**src/rtl/div_share_arb.sv**
```systemverilog
// Shared signed divider with two round-robin requesters and one valid/ready response port.
// Restoring shift-subtract over W cycles on magnitudes, then sign fix-up.
module div_share_arb #(
  parameter int W = 8
) (
  input  logic         clk,
  input  logic         rst_n,
  input  logic         req0_valid,
  output logic         req0_ready,
  input  logic [W-1:0] req0_a,
  input  logic [W-1:0] req0_b,
  input  logic         req1_valid,
  output logic         req1_ready,
  input  logic [W-1:0] req1_a,
  input  logic [W-1:0] req1_b,
  output logic         rsp_valid,
  input  logic         rsp_ready,
  output logic         rsp_id,
  output logic [W-1:0] rsp_q,
  output logic [W-1:0] rsp_r,
  output logic         rsp_dz,
  output logic         rsp_ovf
);

  localparam int CW = $clog2(W + 1);

  typedef enum logic [1:0] {
    IDLE = 2'd0,
    CALC = 2'd1,
    FIX  = 2'd2,
    DONE = 2'd3
  } state_t;

  state_t         r_state;
  logic           r_last;
  logic [CW-1:0]  r_cnt;
  logic [W-1:0]   r_dvd;
  logic [W-1:0]   r_dvs;
  logic [W-1:0]   r_rem;
  logic [W-1:0]   r_quo;
  logic           r_sa;
  logic           r_sq;
  logic           r_id;
  logic           r_ovf;
  logic           r_rsp_valid;
  logic           r_rsp_id;
  logic [W-1:0]   r_rsp_q;
  logic [W-1:0]   r_rsp_r;
  logic           r_rsp_dz;
  logic           r_rsp_ovf;

  logic           w_gnt0;
  logic           w_gnt1;
  logic           w_acc;
  logic [W-1:0]   w_sel_a;
  logic [W-1:0]   w_sel_b;
  logic [W-1:0]   w_mag_a;
  logic [W-1:0]   w_mag_b;
  logic           w_dz;
  logic           w_ovf;
  logic [W:0]     w_shift;
  logic           w_ge;
  logic [W-1:0]   w_diff;

  // Unsigned magnitude of a two's complement value; the most-negative value maps to 2^(W-1).
  function automatic logic [W-1:0] f_mag(input logic [W-1:0] v);
    if (v[W-1]) begin
      return ~v + {{(W-1){1'b0}}, 1'b1};
    end else begin
      return v;
    end
  endfunction

  function automatic logic [W-1:0] f_neg(input logic [W-1:0] v);
    return ~v + {{(W-1){1'b0}}, 1'b1};
  endfunction

  // Grant selection, operand mux and one restoring-division step.
  always_comb begin
    w_gnt0  = rst_n && (r_state == IDLE) && req0_valid && (!req1_valid || r_last);
    w_gnt1  = rst_n && (r_state == IDLE) && req1_valid && (!req0_valid || !r_last);
    w_acc   = w_gnt0 || w_gnt1;
    w_sel_a = w_gnt1 ? req1_a : req0_a;
    w_sel_b = w_gnt1 ? req1_b : req0_b;
    w_mag_a = f_mag(w_sel_a);
    w_mag_b = f_mag(w_sel_b);
    w_dz    = (w_sel_b == {W{1'b0}});
    w_ovf   = (w_sel_a == {1'b1, {(W-1){1'b0}}}) && (w_sel_b == {W{1'b1}});
    // Partial remainder stays below |b| <= 2^(W-1), so the difference always fits W bits.
    w_shift = {r_rem, r_dvd[W-1]};
    w_ge    = (w_shift >= {1'b0, r_dvs});
    w_diff  = w_shift[W-1:0] - r_dvs;
  end

  // Scheduler FSM, datapath and registered response.
  always_ff @(posedge clk or negedge rst_n) begin
    if (!rst_n) begin
      r_state     <= IDLE;
      r_last      <= 1'b1;
      r_cnt       <= {CW{1'b0}};
      r_dvd       <= {W{1'b0}};
      r_dvs       <= {W{1'b0}};
      r_rem       <= {W{1'b0}};
      r_quo       <= {W{1'b0}};
      r_sa        <= 1'b0;
      r_sq        <= 1'b0;
      r_id        <= 1'b0;
      r_ovf       <= 1'b0;
      r_rsp_valid <= 1'b0;
      r_rsp_id    <= 1'b0;
      r_rsp_q     <= {W{1'b0}};
      r_rsp_r     <= {W{1'b0}};
      r_rsp_dz    <= 1'b0;
      r_rsp_ovf   <= 1'b0;
    end else begin
      case (r_state)
        IDLE: begin
          if (w_acc) begin
            r_id   <= w_gnt1;
            r_last <= w_gnt1;
            r_dvd  <= w_mag_a;
            r_dvs  <= w_mag_b;
            r_rem  <= {W{1'b0}};
            r_quo  <= {W{1'b0}};
            r_sa   <= w_sel_a[W-1];
            r_sq   <= w_sel_a[W-1] ^ w_sel_b[W-1];
            r_ovf  <= w_ovf;
            r_cnt  <= {CW{1'b0}};
            if (w_dz) begin
              // Result is known now; DONE raises rsp_valid on the following edge.
              r_rsp_id  <= w_gnt1;
              r_rsp_q   <= {W{1'b0}};
              r_rsp_r   <= w_sel_a;
              r_rsp_dz  <= 1'b1;
              r_rsp_ovf <= 1'b0;
              r_state   <= DONE;
            end else begin
              r_state <= CALC;
            end
          end else begin
            r_state <= IDLE;
          end
        end
        CALC: begin
          r_rem <= w_ge ? w_diff : w_shift[W-1:0];
          r_quo <= {r_quo[W-2:0], w_ge};
          r_dvd <= {r_dvd[W-2:0], 1'b0};
          r_cnt <= r_cnt + CW'(1);
          if (r_cnt == CW'(W - 1)) begin
            r_state <= FIX;
          end else begin
            r_state <= CALC;
          end
        end
        FIX: begin
          // Most-negative / -1 wraps naturally: magnitude 2^(W-1) with positive sign.
          r_rsp_q     <= r_sq ? f_neg(r_quo) : r_quo;
          r_rsp_r     <= r_sa ? f_neg(r_rem) : r_rem;
          r_rsp_id    <= r_id;
          r_rsp_dz    <= 1'b0;
          r_rsp_ovf   <= r_ovf;
          r_rsp_valid <= 1'b1;
          r_state     <= DONE;
        end
        DONE: begin
          if (!r_rsp_valid) begin
            r_rsp_valid <= 1'b1;
          end else if (rsp_ready) begin
            r_rsp_valid <= 1'b0;
            r_state     <= IDLE;
          end else begin
            r_rsp_valid <= 1'b1;
          end
        end
        default: begin
          r_state <= IDLE;
        end
      endcase
    end
  end

  assign req0_ready = w_gnt0;
  assign req1_ready = w_gnt1;
  assign rsp_valid  = r_rsp_valid;
  assign rsp_id     = r_rsp_id;
  assign rsp_q      = r_rsp_q;
  assign rsp_r      = r_rsp_r;
  assign rsp_dz     = r_rsp_dz;
  assign rsp_ovf    = r_rsp_ovf;

endmodule

```
**config.mk**
```make
export PLATFORM = sky130hd
export DESIGN_NAME = div_share_arb
export DESIGN_NICKNAME = d
export VERILOG_FILES = /design/src/rtl/div_share_arb.sv
export SDC_FILE = /design/constraint.sdc
export NUM_CORES = 1
export LEC_CHECK = 0
export CAP_MARGIN = 0
export CORE_MARGIN = 2
export CORE_UTILIZATION = 48
export DETAILED_ROUTE_END_ITERATION = 10
export PLACE_DENSITY = 0.72
export SLEW_MARGIN = 10
export SYNTH_ARGS = -nofsm -noshare
export SYNTH_HDL_FRONTEND = slang
export SYNTH_SLANG_ARGS = --single-unit
```
**constraint.sdc**
```tcl
create_clock -name clk -period 7.41 [get_ports clk]
set_input_delay 1.482 -clock clk [delete_from_list [all_inputs] [get_ports clk]]
set_output_delay 1.482 -clock clk [all_outputs]
set_load 0.02 [all_outputs]
```
# Word level (Yosys, flattened, before mapping)
# Index checks and enable logic that the tools add are counted.
word_totals:
  ff_bits: 63
  out_inout_bits: 22
  input_bits: 37
  wordCells: 98
classes:
  mux: 38
  magnitude_cmp: 1
  bitwise: 5
  n_addsub: 6
  n_reduce_logical: 21
  eq_ne: 10
ops:
  columns: ["operator", "n"]
  rows:
  - ["$mux 8", 13]
  - ["$pmux 8 s2", 5]
  - ["$add 8x1->8 const B", 4]
  - ["$not 8->8", 4]
  - ["$eq 8x8->1 const B", 2]
  - ["$mux 2", 5]
  - ["$ge 9x8->1", 1]
  - ["$logic_not 8->1", 1]
  - ["$mux 1", 8]
  - ["$ne 2x2->1 const B", 4]
  - ["$pmux 1 s2", 4]
  - ["$pmux 2 s4", 1]
  - ["$pmux 4 s2", 1]
  - ["$sub 8x8->8", 1]
  - ["$logic_and 1x1->1", 6]
  - ["$reduce_and 2->1", 3]
  - ["$reduce_bool 2->1", 3]
  - ["$add 4x1->4 const B", 1]
  - ["$eq 2x2->1 const B", 2]
  - ["$eq 4x3->1 const B", 1]
  - ["$mux 4", 1]
  - ["$logic_not 1->1", 3]
  - ["$logic_or 1x1->1", 3]
  - ["$reduce_and 3->1", 1]
  - ["other kinds (3)", 3]

# Logic depth before layout (Yosys ltp)
logic_depth:
  depth_word: 10
  mapped_depth: 13
  ltp_nobuf: 10

# Least setup slack after synthesis
# No wires, ideal clock.
synth_path:
  path_kind: "in2reg"
  startpoint: "input rst_n"
  endpoint: "register r_rsp_r[1], in the netlist rsp_r[1]"
  arrival_time_ps: 3742
  path_buffers: 1
  setup_ps: 126
  slack_ps: 3542
  required_time_ps: 7284
  cell_stages: 11
  path_cell_list: "nor3b_4 nand2_4 inv_2 buf_2 mux2i_1 ha_1 nand2b_1 nor4_1 a22o_4 a21oi_2 a221o_1"
synth_between:
  elab_chain_cells: 7
  elab_cells_between_ends: 15
  cone_classes: "2 x eq/ne; 5 x mux; 8 x reduce/logical"
synth_lines:
  columns: ["item", "line_no", "text"]
  rows:
  - ["from (decl)", "7", "input logic rst_n,"]
  - ["$logic_and 1x1->1 (*) (3 in series)", "81", "w_gnt1 = rst_n && (r_state == IDLE) && req1_valid && (!req0_valid || !r_last);"]
  - ["via req1_ready", "13", "output logic req1_ready,"]
  - ["$mux 8 (on tied branches)", "84, 83", null]
  - ["$logic_not 8->1 or $mux 8 (tied branches)", "87, 129", null]
  - ["$ne 2x2->1 (no source line) or $mux 8 (tied branches)", null, null]
  - ["$reduce_and 3->1 (no source line) or $pmux 8 s2 (tied branches)", null, null]
  - ["to (signal assigned)", "112", "r_rsp_r <= {W{1'b0}};"]
  - ["to (signal assigned)", "133", "r_rsp_r <= w_sel_a;"]
  - ["to (signal assigned)", "158", "r_rsp_r <= r_sa ? f_neg(r_rem) : r_rem;"]
  - ["to (decl)", "48", "logic [W-1:0] r_rsp_r;"]
# The timed path passes the listed nets; every way through them passes the cells marked *. The select of a mux whose other input is x is not followed.
# A chain may end at the register's enable or synchronous reset.

# Worst setup path in the final report
layout_path:
  startpoint: "input req1_valid"
  endpoint: "output req1_ready"
layout_between:
  elab_chain_cells: 2
layout_lines:
  columns: ["item", "line_no", "text"]
  rows:
  - ["from (decl)", "12", "input logic req1_valid,"]
  - ["$logic_and 1x1->1 (2 in series)", "81", null]
  - ["to (decl)", "13", null]
# Every way passes these cells.

==> results.toml <==
[setup_path]
cp_slowest_cell = "clkdlybuf4s50_1"
slowest_delay_ns = 0.65
worstPathMaxFanout = 23
worst-path-buf-inv = 3
critPathCaptureType = "primary output"
crit_top_cell = "clkdlybuf4s50_1"
rr_worst_depth = 10
crit_family = "buffers and inverters"
crit_required_ns = 5.93
critical_path.cell_chain = "clkdlybuf4s50_1 -> a21boi_2 -> nand2_4 -> inv_2 -> clkdlybuf4s50_1"
crit_cells = 5
crit_arrival_ns = 3.66
startpoint_type = "input port"
criticalPathCategory = "input port to primary output"

[power_and_ir_drop]
swShare_pct = 42.1
clkPwrFrac_pct = 18.2
comb_power_share_pct = 51.1
leakagePower_nw = 2.17
p_sw_mw = 0.864
vdd_drop_max_mv = 0.186
intPower_mw = 1.19
power.density_nw_per_um2 = 417
seqPwrFrac_pct = 30.7

[clock_network]
post_cts_buffers = 0
numCtsBuffers = 9
clkLatencyLatePin_ns = 0.34
cts_max_level = 3
cts.clk_slew.worst_paths_ns = 0.07
tritoncts = "built"
cts_hold_buf = 0
cts_resized = 0
cts_root_buf = "clkbuf_8"
ctsLongestPathBuffers = 2
cts.sinks = 63

[floorplanning]
die_w_um = 95.7
coreArea_sq_um = 8180
start_util_pct = 49.4
num_rows = 33
pin_count = 59
dieArea_sq_um = 9160
die_h_um = 95.7

[logic_synthesis]
yosys_warnings = 0
synth-seq-cells = 63
syn_nets = 496
async_reset_ff_share_pct = 100
synth.distinct_cells = 65
ys_seq_area_share_pct = 39.1
avgSynthCellArea_sq_um = 9.07
syn_area_sq_um = 4040
synth_edf_count = 0
netlist_instances = 445
synthFlopType = "dfrtp_1"

[grt]
track_usage_pct = 23.1
grt_max_degree = 66
grt_pass1_vias = 3317
grt-ovfl-total = 0
antenna_found_initial = 0
grt_pass1_wl_um = 16300

[final_layout]
drive_gt1_share_pct = 8.75
final_net_count = 549
final_common_cell = "nand2_1"
diodes = 0
layout.cells.most_common_list = "nand2_1, dfrtp_1, clkdlybuf4s50_1, inv_1, o21ai_0"
areaGrowthSynthToFinish_pct = 22.0

[worst_hold_path]
holdPathStages = 1
hp-class = "flip-flop to flip-flop"

[sta]
fin_crit_ns = 5.14
fin_tns_setup_ns = 0
fin_worst_skew_ns = 0.0135
max_freq_mhz = 195
finalCritPeriodShare_pct = 69.3
slew_viol_final = 0
fin_ws_ns = 2.27
hold_slack_ns = 0.475
worst_slew_pin_slew_ns = 1.13
finalSetupViolCount = 0
finalHoldViolCount = 0
relSlewSlack_pct = 24.6
rsz0062_at_grt = "no"

[route]
totalWireLength_um = 9770
drt_first_pass_iters = 4
drtAntennaViolNets = 0
vias = 3492
drc = 0
drt_iter0_markers = 233
wl_per_cell_um = 16.1
vias_per_cell = 5.74

[placement]
io_buffers = 58
dp_hpwl_um = 7410
gp_congestion = 0.936
pre_cts_slack_ns = 2.28

[outcome]
outcome = "finished, final reports clean"

[flow_run]
cap_viol_max_count = 0
[metrics by stage]
step | instance area [sq um] | total power, mW | cells | utilization, %
finish | 4920 | 2.05 | 608 | 60.2
global route | 4920 | 2.23 | 608 | 60.2
CTS | 4920 | 2.06 | 608 | 60.2
detailed placement | 4680 | 1.69 | 592 | 57.2
global placement | 4680 | 1.66 | 592 | 57.2
floorplan | 4040 | 1.38 | 445 | -
[logic make-up after synthesis]
family	Yosys count	share of synthesized area [%]
AO/OA/AOI/OAI	121	20.7
XOR/XNOR	28	6.08
adder cells (fa/ha/maj)	14	4.53
buffers and inverters	50	5.21
flip-flops	63	39.1
multiplexers	24	6.63
AND/OR/NAND/NOR	145	17.8
[routing by layer]
metal | track usage, % | share of wire [%] | routed length, um | vias up
li1 | - | - | - | 1713
met1 | 33.4 | 49 | 4770 | 1650
met2 | 34.8 | 45 | 4370 | 113
met3 | 3.68 | 4.4 | 430 | 16
met4 | 8.93 | 2.0 | 200 | 0
met5 | 0 | 0 | 0 | -
[state kept, by name (all words and copies together), names as in the netlist, 2 cells and up]
signal   count
r_cnt        4
r_rem        8
r_dvs        8
r_quo        8
r_dvd        8
rsp_r        8
r_state      2
rsp_q        8
[cell type report]
| type | count | area (sq um) |
|---|---|---|
| Fill cell | 709 | 3250 |
| Multi-Input combinational cell | 332 | 2250 |
| Sequential cell | 63 | 1580 |
| Timing Repair Buffer | 61 | 598 |
| Tap cell | 105 | 131 |
| Clock inverter | 7 | 125 |
| Clock buffer | 9 | 124 |
| Inverter | 31 | 116 |
[worst paths after layout]
kind | startpoint | endpoint | slack, ns
setup / recovery | req1_valid | req1_ready | 2.27
hold / removal | rsp_dz | rsp_dz | 0.48
setup reg to reg | r_state[1] | rsp_r[2] | 3.86
hold reg to reg | rsp_dz | rsp_dz | 0.48
max in group asynchronous | rst_n | r_dvs[7] | 5.48
min in group asynchronous | rst_n | rsp_q[7] | 1.38
[cell usage after synthesis (3+ instances only)]
library cell  count  area share (%)
a21oi_1           9             1.1
a221o_1           7             1.7
a22oi_1           6             1.1
buf_2             6            0.74
clkbuf_1         11             1.0
dfrtp_1          62              38
ha_1             13             4.0
inv_1            30             2.8
mux2_2            3            0.84
mux2_4            4             1.5
mux2i_1          16             4.0
nand2_1          65             6.0
nand2b_1          7             1.1
nand3_1          13             1.6
nand4_1           4            0.62
nor2_1           23             2.1
nor2b_1           5            0.77
nor3_1            8            0.99
o21ai_0          27             3.3
o21ai_1          19             2.4
o221ai_1          7             1.5
o22ai_1           8             1.2
o31ai_1          12             2.2
or3_1             3            0.47
or4_1             3            0.56
xnor2_1          17             3.7
xor2_1           11             2.4
[power groups by stage]
stage          clock (mW)  combinational (mW)  sequential (mW)
4_1_cts             0.379                1.05            0.629
2_1_floorplan           0               0.731            0.644
3_5_place_dp            0                1.05            0.635
5_1_grt             0.394                1.19            0.650
6_report            0.374                1.05            0.629
3_3_place_gp            0                1.03            0.629
No activity file was read; power rests on OpenSTA's default activity.
==> RTL change, RTL diff (same flow settings) <==
Put one more register stage on the output `rsp_ovf`, without a reset. The value now appears one clock later. The other outputs are not delayed to match.
--- a/src/rtl/div_share_arb.sv
+++ b/src/rtl/div_share_arb.sv
@@ -187,5 +187,7 @@
   assign rsp_r      = r_rsp_r;
   assign rsp_dz     = r_rsp_dz;
-  assign rsp_ovf    = r_rsp_ovf;
+  always_ff @(posedge clk) begin
+    rsp_ovf <= r_rsp_ovf;
+  end
 
 endmodule
Function: same outputs for any inputs over 10 cycles, from zero or initial values and one cycle with rst_n low; that may be too few to reach the edited logic, so the function may still have changed.
==> RTL change against the original RTL <==
  * Sequential power grew 2%
  * Combinational power is essentially flat
  * Area after synthesis is 0.62% lower
  * Power fell by 3.5%
  * Wire length grew 4.7%
  * Sequential cell count grew 1
  * Fmax down 2.3%
  * Worst setup slack worse by 0.12 ns
  * Final area fell by 1.0%
  * Largest cell class unchanged
  * Largest power group unchanged
  * Highest routed layer unchanged
==> RTL change: results (changes against the original RTL) <==
Run
  • Maxcap violations: 0 (unchanged)

Worst setup path
  • FF-to-FF path depth: 11 (+1)
  • Critical Path End: req1_ready
  • R2R setup slack: 3.87 ns (about the same)
  • Crit Reg-Reg Startpoint: r_state[0]
  • CP arrival: 3.78 ns (+0.12 ns)

Synthesis
  • Post-synth top cells: dfrtp_1, nand2_1, o21ai_0
  • Synth Instances: 449 (+0.90%)
  • Mux contribution to synthesized area: 0.0596 (-0.00676)
  • Top post-synthesis cells by area: dfrtp_1, o21ai_0, nand2_1
  • Sequential share of the synthesized area: 0.398 (+0.00743)
  • Unique cell type count in the Yosys netlist: 58 (-11%)
  • Net Count, Synth: 500 (+0.81%)
  • Adder-cell share of the synthesized area: 0.0455 (+0.000282)
  • Post-Synth XOR/XNOR Area: 0.0633 (+0.00256)
  • Async set-reset flop share out of synthesis: 0.984 (-0.0156)

GRT
  • Met2 Resource Use GR: 0.412 (+0.0641)
  • Met3 usage: 0.0427 (+0.00588)
  • First-pass GRT wire length: 16800 um (+3.4%)
  • Vias in the first global route: 3449 (+4.0%)
  • Met1 Resource Use GR: 0.315 (-0.0187)

Power
  • Leakage: 0.00209 uW (-3.6%)
  • Clock-net power: 295 uW (-21%)
  • Combinational Power Share: 0.528 (+0.017)
  • Internal: 1120 uW (-5.8%)
  • Worst IR Drop VDD: 0.274 mV (+47%)

Drt
  • Met2 wire length: 5100 um (+17%)
  • WL met3: 417 um (-3.0%)
  • Initial drt markers: 221 (-5.2%)
  • Wire per inst: 16.6 um (+3.5%)
  • DR top layer: met4
  • Wl on met1: 4540 um (-4.8%)
  • TritonRoute pass-1 iters: 5 (+1)
  • Via count: 3573 (+2.3%)
  • Final WL: 10200 um (+4.7%)

Placement
  • DP Cell Count: 599 (+1.2%)
  • Placed instance area: 4680 um^2 (+0.11%)
  • DP HPWL: 7550 um (+1.9%)
  • DP Worst Slack: 2.16 ns (-0.123 ns)
  • GPL Wtd Cong: 0.912 (-2.5%)

Cells and area
  • Share of cells above drive strength 1: 0.0784 (-0.00904)
  • Filler Cell Count: 764 (+7.8%)

Clocking
  • Max Root-Sink Buffers: 2 (unchanged)
  • Clock tree root driver cell: clkbuf_8

STA
  • Fin crit share: 0.709 (+0.0160)
  • Slew HR: 0.395 (+0.149)
  • Fin Hold WS: 0.389 ns (-0.0862 ns)

Status
  • Status: finished, final reports clean

Worst hold path
  • Hold path cells: 0 (-1)
  • Hold Startpoint: r_rsp_ovf
-- RTL change: changes by cell type in the layout (fill, tap and decap cells not counted), moves of 3 or more --
cell / before / now
o21ai_0: 27 / 50
o21ai_1: 18 / 0
mux2_2: 3 / 7
mux2_4: 4 / 0
nand2_1: 65 / 61
a31oi_1: 2 / 5
clkbuf_1: 0 / 3
inv_6: 3 / 0
nand2b_1: 7 / 4
nor2_1: 23 / 26
xnor2_1: 17 / 20
-- RTL change: layout make-up --
cell class              count  area, um^2  area share
clock buffers              12         135      0.0277
clock inverters             4        55.1      0.0113
inverters                  33         124      0.0254
multi-input cells         334        2220       0.455
flip-flops and latches     64        1600       0.328
well taps                 105         131      0.0270
repair buffers             63         613       0.126
-- RTL change: cell families after synthesis --
logic type | Yosys count
simple gates | 139
compound gates | 129
flops | 64
buf+inv | 51
xor+xnor | 29
mux | 23
fa+ha+maj | 14
